`config.mk`:
```
export PLATFORM = sky130hd
export DESIGN_NAME = sl_receiver_fifo
export DESIGN_NICKNAME = d
export VERILOG_FILES = /design/src/rtl/sl_pkg.sv /design/src/rtl/sl_rx_fifo.sv /design/src/rtl/sl_receiver_fifo.sv
export SDC_FILE = /design/constraint.sdc
export NUM_CORES = 1
export LEC_CHECK = 0
export ABC_AREA = 1
export CORE_UTILIZATION = 50
export DETAILED_ROUTE_END_ITERATION = 10
export HOLD_SLACK_MARGIN = 0.06
export PLACE_DENSITY = 0.81
export SLEW_MARGIN = 5
export SYNTH_ARGS = -nofsm -noshare
export SYNTH_HDL_FRONTEND = slang
export SYNTH_SLANG_ARGS = --single-unit
```
`constraint.sdc`:
```
create_clock -name clk -period 5 [get_ports clk]
set_input_delay 1.25 -clock clk [delete_from_list [all_inputs] [get_ports clk]]
set_output_delay 1.25 -clock clk [all_outputs]
set_load 0.005 [all_outputs]
```
`src/rtl/sl_pkg.sv`:
```
// Shared field positions, FSM states and reset config for the SL receiver.
// Pure declarations; no logic, no latency, no backpressure.
package sl_pkg;

  localparam int CFG_PCE     = 0;
  localparam int CFG_LEN_LSB = 1;
  localparam int CFG_LEN_MSB = 6;
  localparam int CFG_CLR     = 7;

  localparam int ST_LEN_ERR = 0;
  localparam int ST_READY   = 3;
  localparam int ST_PAR_ERR = 4;
  localparam int ST_LVL_ERR = 5;
  localparam int ST_OVF     = 6;
  localparam int ST_CFG_ERR = 7;
  localparam int ST_CNT_LSB = 8;
  localparam int ST_CNT_MSB = 11;

  typedef enum logic [2:0] {IDLE, DATA, STOP, EVAL, LVL} sl_rx_state_t;

  localparam logic [15:0] CFG_RESET = 16'h0010;

  function automatic logic [5:0] cfg_len(input logic [15:0] cfg);
    return cfg[CFG_LEN_MSB:CFG_LEN_LSB];
  endfunction

endpackage

```
`src/rtl/sl_rx_fifo.sv`:
```
// Generic first-word-fall-through sync FIFO; push visible on pop_dat one cycle later.
// Push while full is dropped unless a pop happens in the same cycle; pop while empty is ignored.
module sl_rx_fifo #(
  parameter int WIDTH = 33,
  parameter int DEPTH = 4
) (
  input  logic                     clk,
  input  logic                     rst_n,
  input  logic                     push,
  input  logic [WIDTH-1:0]         push_dat,
  input  logic                     pop,
  output logic [WIDTH-1:0]         pop_dat,
  output logic                     full,
  output logic                     empty,
  output logic [$clog2(DEPTH):0]   count
);
  localparam int PW = $clog2(DEPTH);
  typedef logic [PW:0] cnt_t;
  localparam cnt_t FULL_CNT = cnt_t'(DEPTH);

  logic [WIDTH-1:0] mem_q [DEPTH];
  logic [PW-1:0]    wr_ptr_q, wr_ptr_d, rd_ptr_q, rd_ptr_d;
  cnt_t             count_q, count_d;
  logic             push_ok, pop_ok;

  always_comb begin
    pop_ok   = pop & ~empty;
    push_ok  = push & (~full | pop_ok);
    wr_ptr_d = push_ok ? wr_ptr_q + PW'(1) : wr_ptr_q;
    rd_ptr_d = pop_ok ? rd_ptr_q + PW'(1) : rd_ptr_q;
    count_d  = count_q;
    if (push_ok && !pop_ok)      count_d = count_q + cnt_t'(1);
    else if (!push_ok && pop_ok) count_d = count_q - cnt_t'(1);
  end

  always_ff @(posedge clk or negedge rst_n) begin
    if (!rst_n) begin
      wr_ptr_q <= '0;
      rd_ptr_q <= '0;
      count_q  <= '0;
    end else begin
      wr_ptr_q <= wr_ptr_d;
      rd_ptr_q <= rd_ptr_d;
      count_q  <= count_d;
    end
  end

  always_ff @(posedge clk) begin
    if (push_ok) mem_q[wr_ptr_q] <= push_dat;
  end

  assign empty   = (count_q == '0);
  assign full    = (count_q == FULL_CNT);
  assign count   = count_q;
  assign pop_dat = mem_q[rd_ptr_q];

endmodule

```
`src/rtl/sl_receiver_fifo.sv`:
```
// Two-wire SL receiver: pulse decode, parity/length/level checks, words into a FIFO.
// Push visible SYNC_STAGES+2 cycles after the lines return high; drained by rd_valid/rd_ready.
module sl_receiver_fifo
  import sl_pkg::*;
#(
  parameter int MAX_LEN     = 32,
  parameter int FIFO_DEPTH  = 4,
  parameter int SYNC_STAGES = 2,
  parameter int LVL_TIMEOUT = 256
) (
  input  logic               clk,
  input  logic               rst_n,
  input  logic               serial_line_zeroes_a,
  input  logic               serial_line_ones_a,
  input  logic               wr_enable,
  input  logic [15:0]        wr_config_w,
  output logic [15:0]        r_config_w,
  output logic [15:0]        status_w,
  output logic               data_status_changed,
  output logic               rd_valid,
  input  logic               rd_ready,
  output logic [MAX_LEN-1:0] rd_data,
  output logic               rd_par_err
);
  localparam int BW = $clog2(MAX_LEN + 2);
  localparam int TW = $clog2(LVL_TIMEOUT + 1);
  localparam int CW = $clog2(FIFO_DEPTH) + 1;
  localparam logic [BW-1:0] BCNT_MAX = BW'(MAX_LEN + 1);
  localparam logic [TW-1:0] LO_MAX   = TW'(LVL_TIMEOUT);

  logic [SYNC_STAGES-1:0] zs_q, zs_d, os_q, os_d;
  logic                   zp_q, op_q;
  logic [TW-1:0]          lo_z_q, lo_z_d, lo_o_q, lo_o_d;
  sl_rx_state_t           state_q, state_d;
  logic [BW-1:0]          bcnt_q, bcnt_d;
  logic [MAX_LEN:0]       sh_q, sh_d, pmask;
  logic [MAX_LEN-1:0]     dmask, data_w;
  logic [4:0]             flg_q, flg_d, flg_set;  // {cfg, ovf, lvl, par, len}
  logic [15:0]            cfg_q, cfg_d;
  logic                   dsc_q, dsc_d;

  logic z, o, rise_z, rise_o, fall_any, lvl_hit, wr_bad, cfg_wr_ok, clr;
  logic is_eval, len_bad, par_ok, push;
  logic [MAX_LEN:0]       head;
  logic                   fifo_full, fifo_empty;
  logic [CW-1:0]          fifo_cnt;
  logic                   unused_cfg_hi;

  assign unused_cfg_hi = ^wr_config_w[15:8];

  always_comb begin
    zs_d[0] = serial_line_zeroes_a;
    os_d[0] = serial_line_ones_a;
    for (int i = 1; i < SYNC_STAGES; i++) begin
      zs_d[i] = zs_q[i-1];
      os_d[i] = os_q[i-1];
    end
  end

  assign z        = zs_q[SYNC_STAGES-1];
  assign o        = os_q[SYNC_STAGES-1];
  assign rise_z   = z & ~zp_q;
  assign rise_o   = o & ~op_q;
  assign fall_any = (~z & zp_q) | (~o & op_q);
  assign lo_z_d   = z ? '0 : ((lo_z_q == LO_MAX) ? lo_z_q : lo_z_q + TW'(1));
  assign lo_o_d   = o ? '0 : ((lo_o_q == LO_MAX) ? lo_o_q : lo_o_q + TW'(1));
  assign lvl_hit  = (lo_z_q == LO_MAX) | (lo_o_q == LO_MAX);

  assign wr_bad    = (int'(cfg_len(wr_config_w)) == 0) || (int'(cfg_len(wr_config_w)) > MAX_LEN);
  assign cfg_wr_ok = wr_enable & ~wr_bad;
  assign clr       = wr_enable & wr_config_w[CFG_CLR];
  assign cfg_d     = cfg_wr_ok ? {9'b0, wr_config_w[CFG_LEN_MSB:CFG_PCE]} : cfg_q;

  // Frame word holds LEN data bits followed by the parity bit at position LEN.
  always_comb begin
    for (int i = 0; i <= MAX_LEN; i++) pmask[i] = (i <= int'(cfg_len(cfg_q)));
    for (int i = 0; i < MAX_LEN; i++)  dmask[i] = (i < int'(cfg_len(cfg_q)));
  end

  assign data_w  = sh_q[MAX_LEN-1:0] & dmask;
  assign par_ok  = ^(sh_q & pmask);
  assign is_eval = (state_q == EVAL);
  assign len_bad = is_eval & (int'(bcnt_q) != int'(cfg_len(cfg_q)) + 1);
  assign push    = is_eval & ~len_bad & (par_ok | ~cfg_q[CFG_PCE]);

  always_comb begin
    state_d = state_q;
    bcnt_d  = bcnt_q;
    sh_d    = sh_q;
    case (state_q)
      IDLE: if (fall_any) begin
        state_d = DATA;
        bcnt_d  = '0;
        sh_d    = '0;
      end
      DATA: begin
        if (!z && !o) begin
          state_d = STOP;
        end else if (rise_z ^ rise_o) begin
          if (bcnt_q != BCNT_MAX) begin
            sh_d[bcnt_q] = rise_o;
            bcnt_d       = bcnt_q + BW'(1);
          end
        end
      end
      STOP:    if (z && o) state_d = EVAL;
      EVAL:    state_d = IDLE;
      LVL:     if (z && o) state_d = IDLE;
      default: state_d = IDLE;
    endcase
    if (lvl_hit && state_q != LVL) state_d = LVL;
    if (cfg_wr_ok) state_d = IDLE;
  end

  always_comb begin
    flg_set    = '0;
    flg_set[0] = len_bad;
    flg_set[1] = is_eval & ~len_bad & ~par_ok;
    flg_set[2] = lvl_hit & (state_q != LVL) & ~cfg_wr_ok;
    flg_set[3] = push & fifo_full & ~rd_ready;
    flg_set[4] = wr_enable & wr_bad;
    // A flag raised in the same cycle as a clear survives it.
    flg_d      = (clr ? 5'b0 : flg_q) | flg_set;
    dsc_d      = push | (|(flg_d & ~flg_q));
  end

  always_ff @(posedge clk or negedge rst_n) begin
    if (!rst_n) begin
      zs_q    <= '1;
      os_q    <= '1;
      zp_q    <= 1'b1;
      op_q    <= 1'b1;
      lo_z_q  <= '0;
      lo_o_q  <= '0;
      state_q <= IDLE;
      bcnt_q  <= '0;
      sh_q    <= '0;
      flg_q   <= '0;
      cfg_q   <= CFG_RESET;
      dsc_q   <= 1'b0;
    end else begin
      zs_q    <= zs_d;
      os_q    <= os_d;
      zp_q    <= z;
      op_q    <= o;
      lo_z_q  <= lo_z_d;
      lo_o_q  <= lo_o_d;
      state_q <= state_d;
      bcnt_q  <= bcnt_d;
      sh_q    <= sh_d;
      flg_q   <= flg_d;
      cfg_q   <= cfg_d;
      dsc_q   <= dsc_d;
    end
  end

  sl_rx_fifo #(.WIDTH(MAX_LEN + 1), .DEPTH(FIFO_DEPTH)) u_fifo (
    .clk      (clk),
    .rst_n    (rst_n),
    .push     (push),
    .push_dat ({~par_ok, data_w}),
    .pop      (rd_ready),
    .pop_dat  (head),
    .full     (fifo_full),
    .empty    (fifo_empty),
    .count    (fifo_cnt)
  );

  assign rd_valid            = ~fifo_empty;
  assign rd_data             = rd_valid ? head[MAX_LEN-1:0] : '0;
  assign rd_par_err          = rd_valid & head[MAX_LEN];
  assign r_config_w          = cfg_q;
  assign data_status_changed = dsc_q;

  always_comb begin
    status_w             = '0;
    status_w[ST_LEN_ERR] = flg_q[0];
    status_w[ST_READY]   = rd_valid;
    status_w[ST_PAR_ERR] = flg_q[1];
    status_w[ST_LVL_ERR] = flg_q[2];
    status_w[ST_OVF]     = flg_q[3];
    status_w[ST_CFG_ERR] = flg_q[4];
    status_w[ST_CNT_MSB:ST_CNT_LSB] = (int'(fifo_cnt) > 15) ? 4'hF : 4'(fifo_cnt);
  end

endmodule

```
# Yosys cells after proc, flatten, opt, wreduce, memory -nomap -nowiden
# Memories as Yosys holds them, arrays and structs flattened.
# Index checks and enable logic that the tools add are counted.
[classes]
addsub = 8
n_mul = 0
div_mod_pow = 0
n_lt_le_gt_ge = 67
eq_ne = 20
n_shift = 0
muxes = 30
bitwise = 41
reduce_logical = 20
[ops]
columns = ["op", "n"]
rows = [
  ["2-to-1 mux 33 bit", 4],
  ["less-or-equal comparator 5 x 6 -> 1 bit (first input constant)", 16],
  ["less-than comparator 5 x 6 -> 1 bit (first input constant)", 16],
  ["case mux 33 bit (2 select lines)", 1],
  ["less-or-equal comparator 4 x 6 -> 1 bit (first input constant)", 8],
  ["less-than comparator 4 x 6 -> 1 bit (first input constant)", 8],
  ["2-to-1 mux 9 bit", 4],
  ["AND 33 bit", 1],
  ["bitwise mux 33 bit", 1],
  ["XOR reduction 33 bit", 1],
  ["AND 32 bit", 1],
  ["2-to-1 mux 32 bit", 1],
  ["less-or-equal comparator 3 x 6 -> 1 bit (first input constant)", 4],
  ["less-than comparator 3 x 6 -> 1 bit (first input constant)", 4],
  ["2-to-1 mux 3 bit", 8],
  ["2-to-1 mux 6 bit", 4],
  ["adder 9 x 1 -> 9 bit (second input constant)", 2],
  ["AND 1 bit", 18],
  ["== test 9 bit (second input constant)", 2],
  ["inequality test 4 bit (second input constant)", 4],
  ["less-or-equal comparator 2 x 6 -> 1 bit (first input constant)", 2],
  ["less-than comparator 1 x 6 -> 1 bit (first input constant)", 2],
  ["less-than comparator 2 x 6 -> 1 bit (first input constant)", 2],
  ["inequality test 2 bit (second input constant)", 6],
  ["36 further kinds", 66],
]
[totals]
ff_bits = 86
latch_bits = 0
ram_bits = 132
romBits = 0
inputBits = 22
out_inout_bits = 67
n_memories = 1
[mem_list]
columns = ["name", "depth", "width", "read_ports", "rd_ports_with_merged_regs", "write_ports", "line_no", "rtl"]
rows = [
  ["u_fifo.mem_q", 4, 33, 1, 0, 1, "sl_rx_fifo.sv:21", "logic [WIDTH-1:0] mem_q [DEPTH];"],
]

# Longest topological paths before layout
[logic_depth]
ltp_word = 12
mapped_depth = 29

# Cells and area by module
# Synthesis repeated with hierarchy kept, for this count alone.
[unflattened]
cells_unflattened = 1373
hier_area_um2 = 11448.5
[by_module_without_submodules]
columns = ["mod", "instances", "cells_each", "area_each_um2"]
rows = [
  ["sl_receiver_fifo", 1, 958, 5984.5],
  ["sl_rx_fifo", 1, 415, 5464.0],
]

# Worst setup path before layout
# No wires, ideal clock.
[synth_timing]
path_kind = "reg2reg"
start = "reg cfg_q[1] (netlist: r_config_w[1])"
end = "mem u_fifo.mem_q[0][0] (enable)"
arrival_ns = 3.617
t_required_ns = 4.577
path_slack_ns = 0.960
stages_incl_launch_ff = 24
n_path_buf = 1
period_less_slack_ns = 4.040
cell_sequence = "dfrtp_1 -> buf_2 -> inv_1 -> ha_1 -> inv_1 -> nand2_1 -> nand2_1 -> nand3_1 -> nand2_1 -> inv_1 -> nand2_1 -> nand2_1 -> nand2_1 -> nand2_1 -> nand2_1 -> nand2_1 -> nand3_1 -> nand2_1 -> nand2_1 -> nand2_1 -> nand2_1 -> nand3_2 -> nand3_4 -> nor2_1"
[synth_via]
elab_chain_cells = 9
word_cells_on_any_way = 44
classes_between = "add/sub (1); order compare (32); eq/ne (1); mux (2); bitwise (7); reduce/logical (1)"
[synth_lines]
columns = ["item", "line_no", "rtl"]
rows = [
  ["from (decl)", "sl_receiver_fifo.sv:39", "logic [15:0] cfg_q, cfg_d;"],
  ["from (signal assigned)", "sl_receiver_fifo.sv:152", "cfg_q <= cfg_d;"],
  ["adder 6 x 1 -> 7 bit", "sl_receiver_fifo.sv:83", "assign len_bad = is_eval & (int'(bcnt_q) != int'(cfg_len(cfg_q)) + 1);"],
  ["inequality test 6 x 7 -> 1 bit", "sl_receiver_fifo.sv:83", ""],
  ["AND 1 bit", "sl_receiver_fifo.sv:83", ""],
  ["NOT 1 bit", "sl_receiver_fifo.sv:84", "assign push = is_eval & ~len_bad & (par_ok | ~cfg_q[CFG_PCE]);"],
  ["AND 1 bit", "sl_receiver_fifo.sv:84", ""],
  ["AND 1 bit *", "sl_receiver_fifo.sv:84", ""],
  ["AND 1 bit *", "sl_rx_fifo.sv:28", "push_ok = push & (~full | pop_ok);"],
  ["2-to-1 mux 1 bit *", "sl_rx_fifo.sv:49", "if (push_ok) mem_q[wr_ptr_q] <= push_dat;"],
  ["2-to-1 mux 1 bit (not written as such) *", "sl_rx_fifo.sv:49", ""],
  ["to (decl)", "sl_rx_fifo.sv:21", ""],
]
# Every way passes the cells marked *; elsewhere a longest branch is shown, timed or not.

# Worst setup path in the final report
[layout_timing]
start = "reg cfg_q[5] (netlist: r_config_w[5])"
end = "reg u_fifo.count_q[2] (netlist: u_fifo.count[2])"
[layout_via]
elab_chain_cells = 10
word_cells_on_any_way = 47
classes_between = "add/sub (1); order compare (32); eq/ne (1); mux (1); bitwise (7); reduce/logical (5)"
[layout_lines]
columns = ["item", "line_no", "rtl"]
rows = [
  ["adder 6 x 1 -> 7 bit", "sl_receiver_fifo.sv:83", ""],
  ["inequality test 6 x 7 -> 1 bit", "sl_receiver_fifo.sv:83", ""],
  ["AND 1 bit", "sl_receiver_fifo.sv:83", ""],
  ["NOT 1 bit", "sl_receiver_fifo.sv:84", ""],
  ["AND 1 bit", "sl_receiver_fifo.sv:84", ""],
  ["AND 1 bit *", "sl_receiver_fifo.sv:84", ""],
  ["AND 1 bit *", "sl_rx_fifo.sv:28", ""],
  ["net u_fifo.push_ok", "sl_rx_fifo.sv:24", "logic push_ok, pop_ok;"],
  ["zero test 1 bit", "sl_rx_fifo.sv:33", "else if (!push_ok && pop_ok) count_d = count_q - cnt_t'(1);"],
  ["logical AND 1 bit", "sl_rx_fifo.sv:33", ""],
  ["nonzero test 2 bit (no source line)", "--", ""],
  ["to (signal assigned)", "sl_rx_fifo.sv:44", "count_q <= count_d;"],
  ["to (decl)", "sl_rx_fifo.sv:23", "cnt_t count_q, count_d;"],
]
# The timed path passes the listed nets; every way through them passes the cells marked *.
# A chain may end at the register's enable or synchronous reset.

==> impl_metrics.csv <==
group,metric,value,unit
logic_synthesis,yosysSeqAreaShare,54.9,%
logic_synthesis,synthesis.area,11200,sq um
global_routing,antenna_found_initial,0,
cts,cts-htree-levels,1,
cts,clockBufferDepth,3,
timing,finalSetupTns,0,ns
critical_path,arrival,4.56,ns
detailed_routing,drt_wl_total,26400,microns
placement,port_buffers,64,
timing,setup_violations,0,
timing,final.setup_skew,0.0256,ns
logic_synthesis,syn_avg_cell_area,8.51,sq um
timing,period_share,83.2,%
detailed_routing,routedWlPerCell,15.8,microns
critical_path,worst-setup-path-type,"flop to flop",
timing,maxSlewViolCount,0,
cts,cts_root_buf,"clkbuf_16",
cts,cts_hold_buffers,0,
floorplanning,dieWidth,151,microns
timing,hold_ws,0.354,ns
detailed_routing,vias,9125,
final_layout,fin_nets,1410,
run_status,status,"complete, no violations",
final_layout,fin_area,12800,sq um
critical_path,critPathLaunchType,"flop",
cts,cts_tree,"done",
timing,rsz0062_at_grt,"no",
final_layout,drive_gt1_share,6.19,%
global_routing,grt-ovfl-total,0,
detailed_routing,avgViaCountPerCell,5.47,
critical_path,crit_required,5.40,ns
cts,clk_latency,0.52,ns
detailed_routing,drc_errors,0,
logic_synthesis,yosysWarnings,0,
hold_path,hp-class,"flop to flop",
floorplanning,num_rows,54,
pwr,leakage,5.52,nW
cts,numCtsBuffers,24,
detailed_routing,drt_first_pass_iters,5,
critical_path,cp_max_fo,19,
logic_synthesis,synth_top_area_share,35.5,%
cts,clk_pin_slew,0.06,ns
timing,post-route-min-period,4.16,ns
logic_synthesis,ys_ff_latch,218,
floorplanning,io-pin-count,89,
global_routing,grt_pass1_wl,42400,microns
final_layout,layout_commonest_cell,"nand2_1",
global_routing,grt_pass1_vias,8597,
logic_synthesis,ys_types,50,
cts,cts.repair.resized,0,
pwr,p_per_area,465,nW/um^2
logic_synthesis,syn_inst,1311,
final_layout,areaGrowthSynthToFinish,14.8,%
timing,finalHoldViolCount,0,
placement,gp_congestion,0.952,
cts,post_cts_buffers,0,
critical_path,cp-end-kind,"flop",
timing,max_freq,240,MHz
logic_synthesis,async_flop_share,39.4,%
global_routing,track_usage,23.7,%
floorplanning,die_h,151,microns
global_routing,grt_max_degree,69,
final_layout,mostFrequentLayoutCells,"273 x nand2_1, 231 x nor2_1, 132 x inv_1, 132 x edfxtp_1, 117 x o21ai_0",
flow_run,maxCapViolCount,0,
timing,tightest_slew,1.11,ns
timing,fin_ws,0.838,ns
detailed_routing,drtIter0Drc,722,
timing,max-slew-margin-rel,25.4,%
placement,dpl_cell_area,12000,sq um
placement,dpl.hpwl,18100,microns
final_layout,fillers,1812,
logic_synthesis,ys.flop_type,"edfxtp_1",
floorplanning,fp.dieArea,22900,sq um
final_layout,diodes,0,
pwr,power,5.96,mW
logic_synthesis,yosysTopAreaCell,"edfxtp_1",
floorplanning,coreArea,21800,sq um
floorplanning,initial_utilization,51.1,%
placement,dpl_worst_slack,0.973,ns
logic_synthesis,synth.area.top_cells,"edfxtp_1 36%, dfrtp_1 18%, nand2_1 9.2%",
cts,cts_sinks,218,
pwr,ir_drop,0.348,mV
logic_synthesis,synth_edf_count,132,
detailed_routing,ant_nets,0,
logic make-up after synthesis:
family	share of synthesized area, %
AOI/OAI and AO/OA	11.4
other	0.0336
xor gates and xnor gates	1.02
buffers and inverters	7.56
muxes	0.101
adders and majority gates	1.86
DFF	54.9
and+or+nand+nor	23.1
cell usage after synthesis (2+ instances only):
master,n
a22oi_1,14
xor2_1,9
buf_2,5
nor2_1,235
clkinv_1,3
a21boi_0,3
buf_4,21
dfrtp_1,79
a31oi_1,15
inv_2,2
inv_1,132
o31ai_1,3
nand3_1,75
xnor2_1,4
a21oi_1,73
buf_1,2
nor2_2,2
edfxtp_1,132
dfstp_2,7
ha_1,15
nor3_1,14
buf_6,2
and3_1,3
nand2_1,273
nand4_1,14
clkbuf_1,31
o21ai_0,117
o21ai_1,4
registers in the layout, indices dropped and copies added, names as in the netlist:
name / cells
r_config_w: 7
lo_z_q: 9
zs_q: 2
u_fifo.rd_ptr_q: 2
lo_o_q: 9
zp_q: 1
u_fifo.count: 3
os_q: 2
data_status_changed: 1
flg_q: 5
sh_q: 33
bcnt_q: 6
u_fifo.wr_ptr_q: 2
op_q: 1
u_fifo.mem_q: 132
state_q: 3
stage by stage:
step / instances / util (%)
floorplan: 1326 / -
global placement: 1626 / 55.1
detailed placement: 1626 / 55.1
CTS: 1669 / 58.7
global route: 1669 / 58.7
finish: 1669 / 58.7
layout make-up:
| type | count | area [sq um] | share of cell area (%) |
|---|---|---|---|
| repair buffers | 81 | 766 | 5.98 |
| clock buffers | 30 | 672 | 5.24 |
| multi-input cells | 910 | 4280 | 33.4 |
| clock inverters | 13 | 108 | 0.840 |
| inverters | 137 | 514 | 4.01 |
| flip-flops and latches | 218 | 6130 | 47.8 |
| well taps | 280 | 350 | 2.73 |
worst max-delay path: stages (launching register included):
cell      delay, ns
dfrtp_1        0.53
nor2_2         0.64
a21boi_0       0.39
nor2_1         0.21
nand2_1        0.07
nand2_1        0.09
nand2_1        0.08
nand2_1        0.08
nand2_1        0.06
nand2_1        0.08
nand2_1        0.05
nand2_1        0.11
nand3_1        0.11
nand2_1        0.08
nand2_1        0.07
nand3_2        0.12
nand3_4        0.17
inv_1          0.11
ha_1           0.14
inv_1          0.06
fa_1           0.38
a21oi_1        0.14
o21ai_0        0.11
xor2_1         0.15
path summary, 6_finish.rpt:
check                         startpoint  cells past startpoint         endpoint  slack [ns]
max                        r_config_w[5]                     23  u_fifo.count[2]        0.84
min                              os_q[0]                      0          os_q[1]        0.35
max reg2reg                r_config_w[5]                     23  u_fifo.count[2]        0.84
min reg2reg                      os_q[0]                      0          os_q[1]        0.35
max in group asynchronous          rst_n                      2          sh_q[1]        3.31
min in group asynchronous          rst_n                      1        lo_o_q[1]        0.78
report_power, final:
part / leakage (nW) / internal [mW] / switching [mW]
sequential: 2.42 / 2.01 / 0.100
combinational: 2.72 / 0.898 / 1.25
clock: 0.384 / 1.01 / 0.693
per-layer routing:
layer  vias to the layer above  global-route usage (%)  wire length [microns]
met5                         -                       0                      0
met4                         0                    8.15                    686
met3                        50                    3.37                   2100
met2                       358                    40.5                  12700
met1                      4274                    30.7                  10800
li1                       4443                       -                      -
Power figures use the tool's default switching activity.
